[config.mk]
export PLATFORM = sky130hd
export DESIGN_NAME = dose_log_reader
export DESIGN_NICKNAME = d
export VERILOG_FILES = /design/src/rtl/dose_log_pkg.sv /design/src/rtl/dose_rec_fifo.sv /design/src/rtl/dose_log_reader.sv
export SDC_FILE = /design/constraint.sdc
export NUM_CORES = 1
export LEC_CHECK = 0
export BUFFER_PORTS_ARGS = -buffer_cell sky130_fd_sc_hd__buf_2
export CAP_MARGIN = 20
export CORE_ASPECT_RATIO = 1.5
export CORE_MARGIN = 2
export CORE_UTILIZATION = 57
export DETAILED_ROUTE_END_ITERATION = 6
export HOLD_SLACK_MARGIN = 0.15
export PLACE_DENSITY = 0.75
export SETUP_SLACK_MARGIN = 0.1
export SYNTH_ARGS = -nofsm -noshare
export SYNTH_HDL_FRONTEND = slang
export SYNTH_SLANG_ARGS = --single-unit
[constraint.sdc]
create_clock -name clk -period 2.2 [get_ports clk]
set_clock_uncertainty 0.1 [all_clocks]
set_input_delay 0.33 -clock clk [delete_from_list [all_inputs] [get_ports clk]]
set_output_delay 0.33 -clock clk [all_outputs]
set_load 0.02 [all_outputs]
[src/rtl/dose_log_pkg.sv]
// Shared types and defaults for the dose log reader and its record buffer.
package dose_log_pkg;

    typedef enum logic [3:0] {
        IDLE,
        SAMPLE_T,
        PULSE_A,
        WAIT_A,
        SAMPLE_ID,
        PUSH,
        PULSE_B,
        WAIT_B,
        FINISH
    } state_t;

    localparam int unsigned REC_W          = 12;
    localparam int unsigned DEF_PULSE_LEN  = 2;
    localparam int unsigned DEF_SETTLE     = 3;
    localparam int unsigned DEF_FIFO_DEPTH = 4;

    localparam logic [4:0] MAX_COUNT = 5'd16;

    // Requests above the log capacity are clamped rather than wrapped.
    function automatic logic [4:0] sat_count(input logic [4:0] c);
        return (c > MAX_COUNT) ? MAX_COUNT : c;
    endfunction

endpackage

[src/rtl/dose_rec_fifo.sv]
// Show-ahead record buffer; pointers carry one extra bit to tell full from empty.
module dose_rec_fifo
    import dose_log_pkg::*;
#(
    parameter int unsigned DEPTH = DEF_FIFO_DEPTH,
    parameter int unsigned WIDTH = REC_W
) (
    input  logic             clk,
    input  logic             rst,
    input  logic             push,
    input  logic [WIDTH-1:0] din,
    input  logic             pop,
    output logic [WIDTH-1:0] dout,
    output logic             empty,
    output logic             full
);

    localparam int unsigned AW = $clog2(DEPTH);
    localparam logic [AW:0] PTR_ONE = {{AW{1'b0}}, 1'b1};

    logic [AW:0]      wr_ptr;
    logic [AW:0]      rd_ptr;
    logic [WIDTH-1:0] mem [DEPTH];
    logic             do_push;
    logic             do_pop;

    assign empty   = (wr_ptr == rd_ptr);
    assign full    = (wr_ptr[AW] != rd_ptr[AW]) && (wr_ptr[AW-1:0] == rd_ptr[AW-1:0]);
    assign do_pop  = pop && !empty;
    // A pop frees the head slot in the same edge, so a push into a full buffer is safe then.
    assign do_push = push && (!full || do_pop);
    assign dout    = empty ? '0 : mem[rd_ptr[AW-1:0]];

    // Pointer update on accepted push/pop.
    always_ff @(posedge clk or posedge rst) begin
        if (rst) begin
            wr_ptr <= '0;
            rd_ptr <= '0;
        end else begin
            if (do_push) wr_ptr <= wr_ptr + PTR_ONE;
            if (do_pop)  rd_ptr <= rd_ptr + PTR_ONE;
        end
    end

    // Storage write; contents need no reset because empty masks the output.
    always_ff @(posedge clk) begin
        if (do_push) mem[wr_ptr[AW-1:0]] <= din;
    end

endmodule

[src/rtl/dose_log_reader.sv]
// Reads a dose log out of the reminder by pressing its ACK button and sampling its display.
module dose_log_reader
    import dose_log_pkg::*;
#(
    parameter int unsigned PULSE_LEN  = DEF_PULSE_LEN,
    parameter int unsigned SETTLE     = DEF_SETTLE,
    parameter int unsigned FIFO_DEPTH = DEF_FIFO_DEPTH
) (
    input  logic       clk,
    input  logic       rst,
    input  logic       start,
    input  logic [4:0] count,
    input  logic [7:0] lcd_in,
    output logic       ack_out,
    output logic       rec_valid,
    input  logic       rec_ready,
    output logic [7:0] rec_time,
    output logic [3:0] rec_med,
    output logic       busy,
    output logic       done,
    output logic       fmt_err
);

    localparam logic [3:0] PULSE_LOAD  = 4'(PULSE_LEN - 1);
    localparam logic [3:0] SETTLE_LOAD = 4'(SETTLE - 1);

    state_t           state;
    state_t           state_d;
    logic [3:0]       cnt;
    logic [3:0]       cnt_d;
    logic [4:0]       remaining;
    logic [4:0]       remaining_d;
    logic [7:0]       time_q;
    logic [3:0]       med_q;
    logic             fifo_push;
    logic             fifo_full;
    logic             fifo_empty;
    logic [REC_W-1:0] fifo_dout;

    // Next-state, counter reload and push decision.
    always_comb begin
        state_d     = state;
        cnt_d       = cnt;
        remaining_d = remaining;
        fifo_push   = 1'b0;
        case (state)
            IDLE: begin
                if (start) begin
                    if (count == '0) begin
                        state_d = FINISH;
                    end else begin
                        state_d     = SAMPLE_T;
                        remaining_d = sat_count(count);
                    end
                end
            end
            SAMPLE_T: begin
                state_d = PULSE_A;
                cnt_d   = PULSE_LOAD;
            end
            PULSE_A: begin
                if (cnt == '0) begin
                    state_d = WAIT_A;
                    cnt_d   = SETTLE_LOAD;
                end else begin
                    cnt_d = cnt - 4'd1;
                end
            end
            WAIT_A: begin
                if (cnt == '0) state_d = SAMPLE_ID;
                else           cnt_d   = cnt - 4'd1;
            end
            SAMPLE_ID: begin
                state_d = PUSH;
            end
            PUSH: begin
                if (!fifo_full) begin
                    fifo_push   = 1'b1;
                    remaining_d = remaining - 5'd1;
                    if (remaining == 5'd1) begin
                        state_d = FINISH;
                    end else begin
                        state_d = PULSE_B;
                        cnt_d   = PULSE_LOAD;
                    end
                end
            end
            PULSE_B: begin
                if (cnt == '0) begin
                    state_d = WAIT_B;
                    cnt_d   = SETTLE_LOAD;
                end else begin
                    cnt_d = cnt - 4'd1;
                end
            end
            WAIT_B: begin
                if (cnt == '0) state_d = SAMPLE_T;
                else           cnt_d   = cnt - 4'd1;
            end
            FINISH: begin
                state_d = IDLE;
            end
            default: begin
                state_d = IDLE;
            end
        endcase
    end

    // State, counters and the registered ACK drive.
    always_ff @(posedge clk or posedge rst) begin
        if (rst) begin
            state     <= IDLE;
            cnt       <= '0;
            remaining <= '0;
            ack_out   <= 1'b0;
        end else begin
            state     <= state_d;
            cnt       <= cnt_d;
            remaining <= remaining_d;
            // Decoded from the next state so ACK is high exactly while in a pulse state.
            ack_out   <= (state_d == PULSE_A) || (state_d == PULSE_B);
        end
    end

    // Display sampling and the sticky format-error flag.
    always_ff @(posedge clk or posedge rst) begin
        if (rst) begin
            time_q  <= '0;
            med_q   <= '0;
            fmt_err <= 1'b0;
        end else begin
            if (state == IDLE && start) fmt_err <= 1'b0;
            if (state == SAMPLE_T) time_q <= lcd_in;
            if (state == SAMPLE_ID) begin
                med_q <= lcd_in[3:0];
                if (lcd_in[7:4] != '0) fmt_err <= 1'b1;
            end
        end
    end

    assign busy = (state != IDLE);
    assign done = (state == FINISH);

    dose_rec_fifo #(
        .DEPTH (FIFO_DEPTH),
        .WIDTH (REC_W)
    ) u_fifo (
        .clk   (clk),
        .rst   (rst),
        .push  (fifo_push),
        .din   ({time_q, med_q}),
        .pop   (rec_ready),
        .dout  (fifo_dout),
        .empty (fifo_empty),
        .full  (fifo_full)
    );

    assign rec_valid = !fifo_empty;
    assign rec_time  = fifo_dout[11:4];
    assign rec_med   = fifo_dout[3:0];

endmodule

==> summary.md, run 1 <==
| Metric | Value |
|---|---|
| Outcome | finished clean |
| Critical Path Sink Type | output port |
| Cell Pwr Density | 1410 nW/um2 |
| Via/cell ratio | 5.79 |
| Crit Path Max Fanout | 11 |
| Hold Crit Class | primary input to register |
| Syn Inst Count | 242 |
| CTS tree | done |
| Mux cell area share after synthesis | 0.118 |
| Reg clk slew, reported paths | 0.08 ns |
| Remaining antenna violation count | 0 |
| Avg Cell Area, Syn | 15.1 um2 |
| Critical path arrival | 1.76 ns |
| Global Route met1 Usage | 0.242 |
| Max Fclk | 456 MHz |
| Share of cells above drive strength 1 | 0.401 |
| Adder-cell share of the synthesized area | 0.0307 |
| Max_cap viols | 0 |
| Sequential share of the synthesized area | 0.619 |
| GP Congestion | 0.895 |
| Post-Layout Cell Count | 378 |
| Met3 GRT Util | 0.0454 |
| Total Routed Length | 6.44 mm |
| Die area | 7100 um2 |
| Largest family of logic cells by synthesized area | multiplexers |
| GR peak layer | met2 |
| Buffers on Ports | 33 |
| Measured slew at the worst slew-check pin | 0.507 ns |
| Relative slew slack | 0.660 |
| Post-Synthesis Cell Area | 3660 um2 |
| CP max stage delay | 0.51 ns |
| Area fraction in and, or, nand and nor cells after synthesis | 0.116 |
| Core Util, Final | 0.720 |
| Final Hold Vio Count | 0 |
| Syn nets | 268 |
| Initial antenna violation count | 0 |
| Post-synth top area share | 0.394 |
| Area Growth Syn to Fin | 21.4% |
| Largest net degree at the start of global routing | 34 |
| Synth Area in XOR/XNOR | 0.0167 |
| Synth warn | 0 |
| Final Critical Period | 2.19 ns |
| Met2 Use GR | 0.364 |
| Unrepaired setup endpoints after global routing | true |
| Critical-path top delay cell | mux4_2 |
| CTS H-Tree Depth | 3 |
| Rows | 35 |
| Num ports | 34 |
| Remaining DRCs | 0 |
| Pre-antenna DRT Iters | 4 |
| Commonest cells after routing, fill and taps aside | edfxtp_1 (48), dfrtp_1 (31), buf_2 (23) |
| Worst-path cell chain | buf_12 -> mux4_2 -> and2_1 -> buf_2 |
| Num CTS Buffers | 9 |
| Placed Cells | 353 |
| Tot GR Track Use | 0.205 |
| CP startpoint kind | register |
| HPWL after DPL | 4.51 mm |
| Synth Area in Compound Gates | 0.0711 |
| Root Buffer | clkbuf_8 |
| Setup TNS Final | 0 ns |
| Vias | 2,189 |
| Die W | 69.4 um |
| Synth async-reset ratio | 0.407 |
| Most used DFF post-synth | edfxtp_1 |
| Pre-CTS setup slack | 0.165 ns |
| Vias in the first global route | 2,224 |
| CORE AREA | 6170 um2 |
| Crit path kind | register to output port |
| Cell variety after synth | 55 |
| Gr ovfl total | 0 |
| Synth top area cells | edfxtp_1 (39%), dfrtp_1 (23%), mux4_2 (7.4%) |
| Area leader, netlist | edfxtp_1 |
| CP bufs+invs | 2 |
| Die height | 102 um |
| Crit-path leading delay family | multiplexers |
| Leakage | 1.78 nW |
| Routed len/inst | 17.0 um |
| Register bit count reported by yosys | 81 |
| Final worst-path cycle share | 0.996 |
| Clock Path Buffers | 2 |
| Final worst slack | 0.00925 ns |
| Final setup violation count | 0 |
| EDFF count, synth | 48 |
| Clock latency on the worst-skew pair | 0.35 ns |
| First-pass GRT wire length | 10.9 mm |
| Sink Count | 81 |
| ANT cells | 0 |
| Post-CTS setup buffers | 0 |
| Final Net Count | 325 |
| DR iter-0 viols | 158 |
| Max VDD drop | 0.000752 V |
| Initial core utilization | 0.593 |
| Slew Viols, Final | 0 |
| CP required | 1.77 ns |
| Most common cell after layout, fill and taps aside | edfxtp_1 |
per-stage QoR:
| step | hold slack, ns | total power [mW] | cell area (um2) |
|---|---|---|---|
| finish | 0.169 | 6.27 | 4450 |
| global route | 0.176 | 6.66 | 4450 |
| CTS | 0.155 | 6.27 | 4420 |
| detailed placement | 0.345 | 4.68 | 4000 |
| global placement | 0.341 | 4.62 | 4000 |
| floorplan | 0.347 | 4.02 | 3660 |
sequential cells by signal, indices dropped and copies added, names as in the netlist:
register / flops
u_fifo.rd_ptr: 3
u_fifo.mem: 48
med_q: 4
cnt: 4
time_q: 8
u_fifo.wr_ptr: 3
remaining: 5
fmt_err: 1
ack_out: 1
state: 4
metal layers:
layer | up-vias | share of wire | routed length [um]
met5 | - | 0 | 0
met4 | 0 | 0.020 | 128
met3 | 11 | 0.035 | 224
met2 | 53 | 0.54 | 3470
met1 | 1095 | 0.41 | 2620
li1 | 1030 | - | -
repair_timing:
item / CTS / global route
pin swaps: 1 / 0
cloned: 0 / 0
hold buffers: 9 / 0
endpoints found under the setup margin: 13 / 15
resized for setup: 34 / 6
endpoints found under the hold margin: 45 / 0
area by class of cell:
cell class / count / area (um2)
fillers: 411 / 1730
well taps: 74 / 92.6
flip-flops and latches: 81 / 2270
repair buffers: 57 / 463
clock inverters: 6 / 90.1
clock buffers: 10 / 128
multi-input cells: 138 / 1360
inverters: 12 / 45.0
path summary, 6_finish.rpt:
check / start / to / slack [ns] / cells past startpoint
worst max-delay path: u_fifo.rd_ptr[0] / rec_time[4] / 0.009 / 4
worst min-delay path: rec_ready / u_fifo.rd_ptr[0] / 0.17 / 3
worst max register to register: cnt[0] / ack_out / 0.23 / 6
worst min register to register: fmt_err / fmt_err / 0.40 / 2
max in group asynchronous: rst / state[0] / 1.17 / 4
min in group asynchronous: rst / ack_out / 0.50 / 4
cells by family after synthesis:
logic type / Yosys count
DFF: 81
and+or+nand+nor: 65
AOI/OAI and AO/OA: 31
muxes: 26
buffers and inverters: 23
adders and majority gates: 9
xor gates and xnor gates: 7
tightest hold or removal path, cell delays in order:
cell and delay, ns:
buf_2 0.10, nand2_1 0.09, xnor2_1 0.07
cell usage after synthesis, types with 2 or more instances:
cell type,number
or2_2,2
nor2_1,4
nand2_1,13
xnor2_1,5
o21a_1,2
and2_1,16
a21oi_1,3
xor2_1,2
and3_1,2
nand4bb_1,2
dfrtp_1,33
o221ai_1,2
o21ai_0,4
o211ai_1,3
buf_2,5
buf_4,3
nand3_1,8
o211a_1,2
mux2_2,13
clkbuf_1,3
inv_1,12
nand3b_1,2
ha_1,9
nor2b_1,2
mux4_2,12
o41ai_1,2
edfxtp_1,48
power by group:
group | total [mW] | switching [mW] | internal, mW
registers | 2.47 | 0.377 | 2.09
logic | 2.63 | 1.20 | 1.43
clock network | 1.17 | 0.524 | 0.645
Note: power is estimated with default switching activity, not from simulation.
==> run 2, diff against run 1 <==
--- a/constraint.sdc
+++ b/constraint.sdc
@@ -4,2 +4,2 @@
 set_output_delay 0.33 -clock clk [all_outputs]
-set_load 0.02 [all_outputs]
+set_load 0.005 [all_outputs]
==> run 2 against run 1 <==
  * Non-clock buffer count is 4 higher
  * Worst hold slack improved by 0.0072 ns
  * Cell count up 1.1%
  * Power down 6.9%
  * Combinational power decreased by 11%
  * Design area about the same
  * Count of clock-buffer cells in the layout shrank 1
  * Critical path type unchanged
  * Highest routed layer unchanged
==> summary.md, run 2 (synthesized netlist as in run 1, its figures left out) <==
| Metric | Value |
|---|---|
| Largest net degree at the start of global routing | 34 |
| Max Fclk | 461 MHz |
| Max VDD drop | 0.000810 V |
| Vias in the first global route | 2,220 |
| CORE AREA | 6170 um2 |
| Remaining antenna violation count | 0 |
| Initial antenna violation count | 0 |
| Buffers on Ports | 33 |
| Vias | 2,181 |
| CP startpoint kind | register |
| Relative slew slack | 0.704 |
| Hold Slack | 0.176 ns |
| Sink Count | 81 |
| First-pass GRT wire length | 11.1 mm |
| Placed cell areas | 4040 um2 |
| Commonest cells after routing, fill and taps aside | edfxtp_1 (48), dfrtp_1 (32), buf_2 (29) |
| HPWL after DPL | 4.80 mm |
| Crit Path Max Fanout | 10 |
| Critical Path Sink Type | output port |
| CP required | 1.77 ns |
| Num ports | 34 |
| Final Critical Period | 2.17 ns |
| Gr ovfl total | 0 |
| R2R setup slack | 0.18 ns |
| Max_cap viols | 0 |
| Initial core utilization | 0.593 |
| CTS tree | done |
| Unrepaired setup endpoints after global routing | true |
| Clock latency on the worst-skew pair | 0.34 ns |
| Final Net Count | 329 |
| Fin area | 4440 um2 |
| Remaining DRCs | 0 |
| GP Congestion | 0.889 |
| Rows | 35 |
| Crit path kind | register to output port |
| Root Buffer | clkbuf_8 |
| Share of cells above drive strength 1 | 0.393 |
| ANT cells | 0 |
| Pre-antenna DRT Iters | 4 |
| Die area | 7100 um2 |
| Outcome | finished clean |
| Area Growth Syn to Fin | 21.4% |
| Tot GR Track Use | 0.211 |
| Max FFs per register | 48 |
| Final worst-path cycle share | 0.987 |
| Measured slew at the worst slew-check pin | 0.438 ns |
| Die height | 102 um |
| Slew Viols, Final | 0 |
| Die W | 69.4 um |
| Final setup violation count | 0 |
| Hold Crit Class | primary input to register |
| Critical path arrival | 1.74 ns |
| Reg clk slew, reported paths | 0.09 ns |
| Most common cell after layout, fill and taps aside | edfxtp_1 |
| Cell Pwr Density | 1310 nW/um2 |
| Num CTS Buffers | 9 |
| Routed len/inst | 18.1 um |
| Total Routed Length | 6.93 mm |
| Clock Path Buffers | 2 |
| DR iter-0 viols | 162 |
| CTS H-Tree Depth | 3 |
| Leakage | 1.77 nW |
| Final Hold Vio Count | 0 |
| Via/cell ratio | 5.71 |
==> run 2: cell types whose count changed in the layout (fill, tap and decap cells not counted), sizes merged <==
cell / before / now
clkbuf: 10 / 9
clkinv: 1 / 3
bufinv: 2 / 0
inv: 14 / 16
clkinvlp: 1 / 0
dlygate4sd3: 9 / 8
buf: 48 / 53
==> run 2: final cells by class <==
cell class / instances / area (um2)
multi-input combinational: 138 / 1350
timing repair buffer: 61 / 499
inverter: 12 / 45.0
clock buffer: 9 / 124
fill: 433 / 1730
sequential: 81 / 2270
tap: 74 / 92.6
clock inverter: 7 / 62.6
==> run 2: final timing paths <==
check	cells past startpoint	start	endpoint
hold / removal	2	lcd_in[5]	time_q[5]
setup / recovery	4	u_fifo.rd_ptr[0]	rec_time[0]
max in group asynchronous	4	rst	u_fifo.rd_ptr[0]
setup reg to reg	6	cnt[0]	ack_out
min in group asynchronous	4	rst	time_q[2]
hold reg to reg	2	fmt_err	fmt_err
==> run 2: power by group <==
group	switching [mW]	total (mW)	internal (mW)	leakage [nW]
clock network	0.579	1.01	0.435	0.0980
registers	0.384	2.47	2.09	0.828
logic	0.993	2.35	1.36	0.849
==> run 2: worst max-delay path: stages, from the launching register on <==
cell     delay (ns)
dfrtp_2        0.44
buf_12         0.16
mux4_2         0.50
and2_1         0.17
buf_2          0.12
==> run 2: layer usage <==
metal / global-route usage / vias to the layer above / part of all wire
li1: - / 1035 / -
met1: 0.249 / 1098 / 0.40
met4: 0.0694 / 0 / 0.014
met3: 0.0454 / 9 / 0.029
met2: 0.386 / 39 / 0.56
met5: 0 / - / 0
==> run 2: repair_timing <==
| action | CTS | global route |
|---|---|---|
| endpoints found under the setup margin | 12 | 61 |
| hold endpoints to repair | 40 | 3 |
| hold buffers | 5 | 3 |
| buffers inserted | 3 | 2 |
| pin swaps | 0 | 0 |
| gates resized for setup | 5 | 12 |
==> run 2: per-stage QoR <==
stage	util	setup WS, ns	total power [mW]	TNS (ns)	cells
finish	0.720	0.0297	5.84	0	382
global route	0.720	-0.0469	6.22	-0.182	382
CTS	0.703	0.00383	5.63	0	377
detailed placement	0.654	0.170	4.45	0	353
global placement	0.654	0.177	4.38	0	353
floorplan	-	0.185	3.78	0	242
